$ cat config.mk
export PLATFORM = sky130hd
export DESIGN_NAME = fwd_hazard_ctrl_flat
export DESIGN_NICKNAME = d
export VERILOG_FILES = /design/src/rtl/fwd_hazard_ctrl_if.sv /design/src/rtl/fwd_hazard_ctrl.sv /design/src/flat_wrapper.sv
export SDC_FILE = /design/constraint.sdc
export NUM_CORES = 1
export LEC_CHECK = 0
export CORE_MARGIN = 5
export CORE_UTILIZATION = 37
export CTS_BUF_LIST = sky130_fd_sc_hd__clkbuf_8
export DETAILED_ROUTE_END_ITERATION = 16
export SYNTH_ARGS = -nofsm -noshare
export SYNTH_HDL_FRONTEND = slang
export SYNTH_SLANG_ARGS = --single-unit
$ cat constraint.sdc
create_clock -name clock -period 4.8 [get_ports clock]
set_clock_uncertainty 0.15 [all_clocks]
set_input_delay 1.2 -clock clock [delete_from_list [all_inputs] [get_ports clock]]
set_output_delay 1.2 -clock clock [all_outputs]
set_load 0.05 [all_outputs]
$ cat src/rtl/fwd_hazard_ctrl_if.sv
// ID-stage instruction in, EX operand selects and pipeline-control strobes out.
interface fwd_hazard_ctrl_if #(
    parameter int CNT_W = 32
);
    logic [31:0]      ifid_ir;
    logic [1:0]       fa;
    logic [1:0]       fb;
    logic             stall;
    logic             bubble;
    logic             flush;
    logic [CNT_W-1:0] stall_count;

    modport master (
        output ifid_ir,
        input  fa, fb, stall, bubble, flush, stall_count
    );

    modport slave (
        input  ifid_ir,
        output fa, fb, stall, bubble, flush, stall_count
    );
endinterface

$ cat src/rtl/fwd_hazard_ctrl.sv
// Forwarding-select and load-use/jump hazard control for the 5-stage pipeline.
// Shadows EX/MEM destinations and registers the EX operand-mux selects.
module fwd_hazard_ctrl #(
    parameter int CNT_W = 32
) (
    input logic              clock,
    input logic              reset,
    fwd_hazard_ctrl_if.slave bus
);
    localparam logic [5:0] ALU_OP = 6'd0;
    localparam logic [5:0] J_OP   = 6'd2;
    localparam logic [5:0] JAL_OP = 6'd3;
    localparam logic [5:0] ADDI   = 6'd8;
    localparam logic [5:0] LW     = 6'd35;
    localparam logic [5:0] SW     = 6'd43;

    typedef enum logic {RUN, LU_STALL} state_e;

    state_e           state_q, state_d;
    logic [4:0]       ex_dest_q, ex_dest_d;
    logic             ex_load_q, ex_load_d;
    logic [4:0]       mem_dest_q, mem_dest_d;
    logic [1:0]       fa_q, fa_d;
    logic [1:0]       fb_q, fb_d;
    logic [CNT_W-1:0] cnt_q, cnt_d;

    logic [5:0] op;
    logic [4:0] rs, rt, rd;
    logic [4:0] id_dest;
    logic       use_rs, use_rt;
    logic       load_use;
    logic       stall;
    logic       unused_ir;

    assign op        = bus.ifid_ir[31:26];
    assign rs        = bus.ifid_ir[25:21];
    assign rt        = bus.ifid_ir[20:16];
    assign rd        = bus.ifid_ir[15:11];
    assign unused_ir = ^bus.ifid_ir[10:0];

    always_comb begin
        id_dest = 5'd0;
        if (op == ALU_OP)
            id_dest = rd;
        else if (op == LW || op == ADDI)
            id_dest = rt;
        else if (op == JAL_OP)
            id_dest = 5'd31;
    end

    assign use_rs = (op == ALU_OP) || (op == LW) ||
                    (op == SW) || (op == ADDI);
    assign use_rt = (op == ALU_OP);

    assign load_use = ex_load_q && (ex_dest_q != 5'd0) &&
                      ((use_rs && rs == ex_dest_q) ||
                       (use_rt && rt == ex_dest_q));

    // EX-stage producer wins over the older MEM-stage copy.
    function automatic logic [1:0] fwd_sel(
        input logic [4:0] r,
        input logic [4:0] exd,
        input logic [4:0] memd
    );
        if (r != 5'd0 && r == exd)
            return 2'b10;
        else if (r != 5'd0 && r == memd)
            return 2'b01;
        else
            return 2'b00;
    endfunction

    always_comb begin
        state_d    = state_q;
        stall      = 1'b0;
        ex_dest_d  = id_dest;
        ex_load_d  = (op == LW);
        mem_dest_d = ex_dest_q;
        fa_d       = use_rs ? fwd_sel(rs, ex_dest_q, mem_dest_q) : 2'b00;
        fb_d       = use_rt ? fwd_sel(rt, ex_dest_q, mem_dest_q) : 2'b00;
        cnt_d      = cnt_q;
        unique case (state_q)
            RUN: begin
                stall = load_use;
                if (load_use)
                    state_d = LU_STALL;
            end
            LU_STALL: begin
                // ex_dest is zero here, so load_use cannot fire
                stall   = load_use;
                state_d = RUN;
            end
            default: state_d = RUN;
        endcase
        if (stall) begin
            ex_dest_d = 5'd0;
            ex_load_d = 1'b0;
            fa_d      = 2'b00;
            fb_d      = 2'b00;
            if (cnt_q != {CNT_W{1'b1}})
                cnt_d = cnt_q + 1'b1;
        end
    end

    always_ff @(posedge clock) begin
        if (reset) begin
            state_q    <= RUN;
            ex_dest_q  <= 5'd0;
            ex_load_q  <= 1'b0;
            mem_dest_q <= 5'd0;
            fa_q       <= 2'b00;
            fb_q       <= 2'b00;
            cnt_q      <= '0;
        end else begin
            state_q    <= state_d;
            ex_dest_q  <= ex_dest_d;
            ex_load_q  <= ex_load_d;
            mem_dest_q <= mem_dest_d;
            fa_q       <= fa_d;
            fb_q       <= fb_d;
            cnt_q      <= cnt_d;
        end
    end

    assign bus.fa          = fa_q;
    assign bus.fb          = fb_q;
    assign bus.stall       = stall;
    assign bus.bubble      = stall;
    assign bus.flush       = ~stall && (op == J_OP || op == JAL_OP);
    assign bus.stall_count = cnt_q;
endmodule

$ cat src/flat_wrapper.sv
// flat-port wrapper written by rule: the top's interface ports become plain ports
module fwd_hazard_ctrl_flat 
#(
    parameter int CNT_W = 32
)
  (clock, reset, bus_ifid_ir, bus_fa, bus_fb, bus_stall, bus_bubble, bus_flush, bus_stall_count);
  fwd_hazard_ctrl_if #(.CNT_W(CNT_W)) bus_i ();
  input logic clock;
  input logic reset;
  input wire logic [$bits(bus_i.ifid_ir)-1:0] bus_ifid_ir;
  output wire logic [$bits(bus_i.fa)-1:0] bus_fa;
  output wire logic [$bits(bus_i.fb)-1:0] bus_fb;
  output wire logic [$bits(bus_i.stall)-1:0] bus_stall;
  output wire logic [$bits(bus_i.bubble)-1:0] bus_bubble;
  output wire logic [$bits(bus_i.flush)-1:0] bus_flush;
  output wire logic [$bits(bus_i.stall_count)-1:0] bus_stall_count;
  assign bus_i.ifid_ir = bus_ifid_ir;
  assign bus_fa = bus_i.fa;
  assign bus_fb = bus_i.fb;
  assign bus_stall = bus_i.stall;
  assign bus_bubble = bus_i.bubble;
  assign bus_flush = bus_i.flush;
  assign bus_stall_count = bus_i.stall_count;
  fwd_hazard_ctrl #(.CNT_W(CNT_W)) u_core (.clock(clock), .reset(reset), .bus(bus_i));
endmodule
==> results of run 1 <==
## placed cells by master, fill, tap and decap left out, drive strengths merged
cell / synthesis / layout
clkdlybuf4s50: 0 / 59
dfxtp: 47 / 47
nor2: 37 / 37
nand2: 19 / 19
xnor2: 16 / 16
a21oi: 16 / 16
nand3: 15 / 15
xor2: 13 / 13
o21ai: 13 / 13
nor3: 12 / 12
nor2b: 10 / 10
or3: 10 / 10
nor4: 9 / 9
inv: 8 / 8
and3: 7 / 7
mux2: 7 / 7
nand4: 6 / 6
clkbuf: 5 / 6
or4: 6 / 6
a211oi: 5 / 5
and4: 5 / 5
o2111ai: 5 / 5
buf: 6 / 5
and2: 4 / 4
o211ai: 4 / 4
or2: 4 / 4
o31ai: 3 / 3
a21o: 2 / 2
nand3b: 2 / 2
nand2b: 2 / 2
a21boi: 1 / 1
nand4b: 1 / 1
o311a: 1 / 1
o311ai: 1 / 1
o41ai: 1 / 1
ha: 1 / 1
bufinv: 0 / 1
clkinv: 0 / 1
## per-layer routing
metal | track usage [%] | part of all wire [%] | vias to the layer above
met4 | 5.25 | 1.2 | 0
met5 | 0 | 0 | -
li1 | - | - | 1221
met2 | 24.1 | 46 | 42
met1 | 21.1 | 49 | 1124
met3 | 3.09 | 3.7 | 7
## kinds of logic (layout without fill, tap and decap cells)
logic type	count (synthesis)	after routing	share of synthesized area, %
simple gates	149	149	32.5
xor+xnor	29	29	9.98
flops	47	47	37.0
compound gates	52	52	13.5
mux	7	7	3.10
buf+inv	19	80	3.39
fa+ha+maj	1	1	0.492
## final cells by class
cell class	instances	area [um^2]	area share (%)
clock buffer	6	82.6	2.46
clock inverter	2	35.0	1.04
inverter	8	30.0	0.894
multi-input combinational	238	1520	45.2
sequential	47	941	28.0
tap	80	100	2.98
timing repair buffer	64	653	19.4
## tightest hold or removal path, delay by kind of cell, from the launching register on
family / cells / cell delay, ns
flops: 1 / 0.35
compound gates: 2 / 0.13
## flip-flops by register name, summed over array words and instances (netlist names)
signal / flops
u_core.bus.fa: 2
u_core.ex_load_q: 1
u_core.bus.fb: 2
u_core.bus.stall_count: 32
u_core.ex_dest_q: 5
u_core.mem_dest_q: 5
## power breakdown
group	switching [W]	internal, W	leakage (nW)
Clock	0.000137	0.000169	0.0612
Sequential	0.00000153	0.000391	0.379
Combinational	0.0000278	0.0000283	0.668
Total	0.000166	0.000588	1.11
## through the flow
step                      hold WS (ns)  power (W)  instances  worst slack, ns  cell area, um^2
after CTS                        0.362   0.000762        445            0.435             3360
after detailed placement         0.350   0.000458        437            0.431             3240
after floorplan                  0.347   0.000427        304            0.646             2540
after global routing             0.401   0.000786        445            0.297             3360
after global placement           0.332   0.000457        437            0.430             3240
final                            0.363   0.000754        445            0.455             3360
## final timing paths
kind,slack [ns],cells past startpoint,to,start
setup / recovery,0.46,4,bus_flush,bus_ifid_ir[31]
hold / removal,0.36,2,u_core.bus.stall_count[10],u_core.bus.stall_count[10]
setup reg to reg,1.89,7,u_core.bus.stall_count[23],u_core.bus.stall_count[0]
hold reg to reg,0.36,2,u_core.bus.stall_count[10],u_core.bus.stall_count[10]
==> results.yml, run 1 <==
floorplanning:
  io_pins: 73
  die-area_mm2: 0.00864
  core.rowCount: 30
  core_mm2: 0.00676
  die_w_um: 92.9
  die_height_um: 92.9
  start_util_pct: 37.7
synthesis:
  yosysUniqueCellTypes: 44
  yosys-top-cells-count: "dfxtp_1, nor2_1, nand2_1"
  async_reset_ff_share_pct: 0
  avgSynthCellArea_um2: 8.37
  syn_inst: 304
  synth_area_leaders: "dfxtp_1, xnor2_1, nor2_1, xor2_1, a21oi_1"
  synth_seq_cells: 47
  synth_top_cell_area_share_pct: 37.0
  synth_ff_type: "dfxtp_1"
  syn_area_mm2: 0.00254
  synth_edf_count: 0
  synth_nets: 339
  yosysMostFrequentCell: "dfxtp_1"
  seq_area_frac_synth_pct: 37.0
  synth_area_leader_cell: "dfxtp_1"
  yosys_warnings: 0
critical_path:
  setup.worst_path.start_class: "input port"
  crit_fanout: 5
  path_cells: "clkdlybuf4s50_1 > nor4_2 > and2_1 > clkdlybuf4s50_1"
  slowest_stage: "clkdlybuf4s50_1"
  worst_path_largest_cell_delay_ns: 0.80
  crit_required_ns: 3.45
  path_class: "input port to primary output"
  worst_ep_arrival_time_ns: 2.99
  end_kind: "primary output"
  critical_path_buf_inv_count: 2
  crit_top_cell: "clkdlybuf4s50_1"
  cp_top_family: "buffers and inverters"
timing:
  slew_headroom_pct: 35.7
  fmax_ghz: 0.230
  period_needed_ns: 4.34
  finalSetupViolCount: 0
  drv_slew: 0
  tns_ns: 0
  hold_viol: 0
  worst_slew_pin_slew_ns: 0.964
  rsz0062_at_grt: "no"
  finalCritPeriodShare_pct: 90.5
power_and_ir_drop:
  p_leak_nw: 1.11
  vdd_ir_drop_max_uv: 132
  power_density_mw_per_mm2: 224
placement:
  portBuffers: 61
  dp.final_hpwl_um: 5010
  gp_congestion: 0.875
cts:
  clock-sinks: 47
  post_cts_buffers: 0
  holdBufCountCts: 0
  numCtsBuffers: 5
  cts_resized: 0
  clkTransAtPathRegs_ns: 0.09
  cts_tree: "done"
  cts.path.max_buffers: 2
  htreeDepth: 2
  cts_root_buffer: "clkbuf_8"
  clk_latency_ns: 0.30
route:
  dr.pass1.iters: 4
  num_vias: 2394
  antenna_left: 0
  drc: 0
  wl_per_cell_um: 14.6
  vias_per_cell: 5.38
  drt-initial-drc-count: 80
  drt_wl_total_um: 6520
final_layout:
  final_util_pct: 49.7
  nets: 399
  drive_gt1_share_pct: 9.04
  fill_cells: 633
  antenna_cells: 0
  area_delta_synth_final_pct: 32.0
global_routing:
  grt.overflow.total: 0
  grt_max_degree: 36
  grt_pass1_vias: 2294
  antenna_found_initial: 0
  track_usage_pct: 15.4
  grt_pass1_wl_um: 10800
worst_hold_path:
  hold_class: "flip-flop to flip-flop"
run:
  drv_cap: 0
outcome:
  status: "complete, no violations"
(Power assumes the default switching activity.)
==> run 2, diff against run 1 <==
- CORE_MARGIN: 5 -> default
==> run 2 against run 1 <==
The run now ends with DRC left; worst hold slack worse by 0.0086 ns; critical endpoint unchanged; fmax down 0.79%; clock power up 11%; die area down 16%; largest cell class unchanged.
==> results.yml, run 2 (synthesis results as in run 1) <==
route:
  antenna_left: 0
  vias_per_cell: 5.47
  drc: 6
  wl_per_cell_um: 14.6
  drt-initial-drc-count: 110
  dr.pass1.iters: 11
  num_vias: 2425
  drt_wl_total_um: 6450
worst_hold_path:
  worstHoldStart: "u_core.bus.stall_count[10]"
  hold_class: "flip-flop to flip-flop"
cts:
  holdBufCountCts: 0
  clk_latency_ns: 0.30
  cts.path.max_buffers: 2
  post_cts_buffers: 0
  cts_root_buffer: "clkbuf_8"
  cts_tree: "done"
  htreeDepth: 2
  clkTransAtPathRegs_ns: 0.09
  cts_resized: 0
  numCtsBuffers: 5
  clock-sinks: 47
global_routing:
  grt_pass1_vias: 2259
  antenna_found_initial: 0
  grt.overflow.total: 0
  grt_max_degree: 37
  grt_pass1_wl_um: 10900
  track_usage_pct: 18.7
critical_path:
  crit_fanout: 5
  end_kind: "primary output"
  setup.worst_path.start_class: "input port"
  crit_required_ns: 3.45
  r2r_slack_ns: 1.86
  rr_worst_depth: 7
  path_class: "input port to primary output"
  crit_start: "bus_ifid_ir[31]"
  worst_ep_arrival_time_ns: 3.03
  crit_path_end: "bus_flush"
  worstReg2RegEnd: "u_core.bus.stall_count[23]"
  timing.rr.start: "u_core.bus.stall_count[0]"
placement:
  dp.final_hpwl_um: 4810
  portBuffers: 61
  gp_congestion: 0.783
  pre_cts_slack_ns: 0.422
floorplanning:
  core.rowCount: 29
  die-area_mm2: 0.00721
  die_height_um: 84.9
  die_w_um: 84.9
  io_pins: 73
  core_mm2: 0.00649
  start_util_pct: 39.2
power_and_ir_drop:
  pwr-share-seq_pct: 49.7
  p_int_w: 0.000625
  vdd_ir_drop_max_uv: 160
  switchingPower_w: 0.000163
  power_density_mw_per_mm2: 233
  share_comb_of_total_power_pct: 7.2
  clockPowerShare_pct: 43.1
  p_leak_nw: 1.12
  swShare_pct: 20.7
final_layout:
  area_delta_synth_final_pct: 32.7
  fill_cells: 633
  antenna_cells: 0
  drive_gt1_share_pct: 9.02
  multi_input_area_mm2: 0.00152
  nets: 400
  largest_register_ffs: 32
  layout_common_cells: "clkdlybuf4s50_1, dfxtp_1, nor2_1"
  layout_commonest_cell: "clkdlybuf4s50_1"
  seqCellArea_um2: 941
timing:
  fin_ws_ns: 0.421
  finalCritPeriodShare_pct: 91.2
  slew_headroom_pct: 36.1
  worst_slew_pin_slew_ns: 0.958
  rsz0062_at_grt: "no"
  drv_slew: 0
  period_needed_ns: 4.38
  tns_ns: 0
  finalSetupViolCount: 0
  fmax_ghz: 0.228
  hold_viol: 0
outcome:
  status: "finished with violations"
  violations: "DRC"
run:
  drv_cap: 0
==> run 2: changes by cell type in the layout (fill, tap and decap cells not counted), sizes merged <==
cell	before	now
bufinv	1	2
clkbuf	6	5
buf	5	6
inv	8	9
clkinv	1	0
==> run 2: area by class of cell <==
cell class	instances	area share, %
sequential	47	27.9
tap	77	2.85
clock inverter	3	1.89
clock buffer	5	2.04
timing repair buffer	65	19.6
multi-input combinational	238	44.9
inverter	8	0.889
==> run 2: how the worst min path moves through the flow <==
stage / endpoint / depth (start not counted)
5_1_grt: u_core.bus.stall_count[6] / 2
3_5_place_dp: u_core.bus.stall_count[10] / 2
6_report: u_core.bus.stall_count[10] / 2
2_1_floorplan: u_core.mem_dest_q[4] / 1
4_1_cts: u_core.bus.stall_count[10] / 2
3_3_place_gp: u_core.bus.stall_count[10] / 2
==> run 2: per-layer routing <==
| metal | vias up | wire (um) | GRT usage, % |
|---|---|---|---|
| li1 | 1219 | - | - |
| met1 | 1143 | 3230 | 26.5 |
| met2 | 59 | 2870 | 29.3 |
| met5 | - | 0 | 0 |
| met4 | 0 | 57 | 5.08 |
| met3 | 4 | 296 | 3.11 |
==> run 2: per-stage QoR <==
stage               util [%]  power, W  hold WS (ns)  cells  cell area, um^2
floorplan                  -  0.000427         0.347    304             2540
global placement        50.0  0.000457         0.338    435             3250
detailed placement      50.0  0.000458         0.338    435             3250
CTS                     52.0  0.000798         0.352    443             3380
global route            52.0  0.000817         0.386    443             3380
finish                  52.0  0.000789         0.354    443             3380
==> run 2: power groups by stage <==
stage	Sequential [W]	Clock, W	Combinational [W]
final	0.000392	0.000340	0.0000568
after global routing	0.000392	0.000362	0.0000619
after CTS	0.000392	0.000349	0.0000568
after detailed placement	0.000401	0	0.0000567
after global placement	0.000401	0	0.0000559
after floorplan	0.000401	0	0.0000262
==> run 2: critical path, cell delays in order <==
cell and delay [ns]:
clkdlybuf4s50_1 0.49, nor4_2 0.37, and2_1 0.17, clkdlybuf4s50_1 0.80
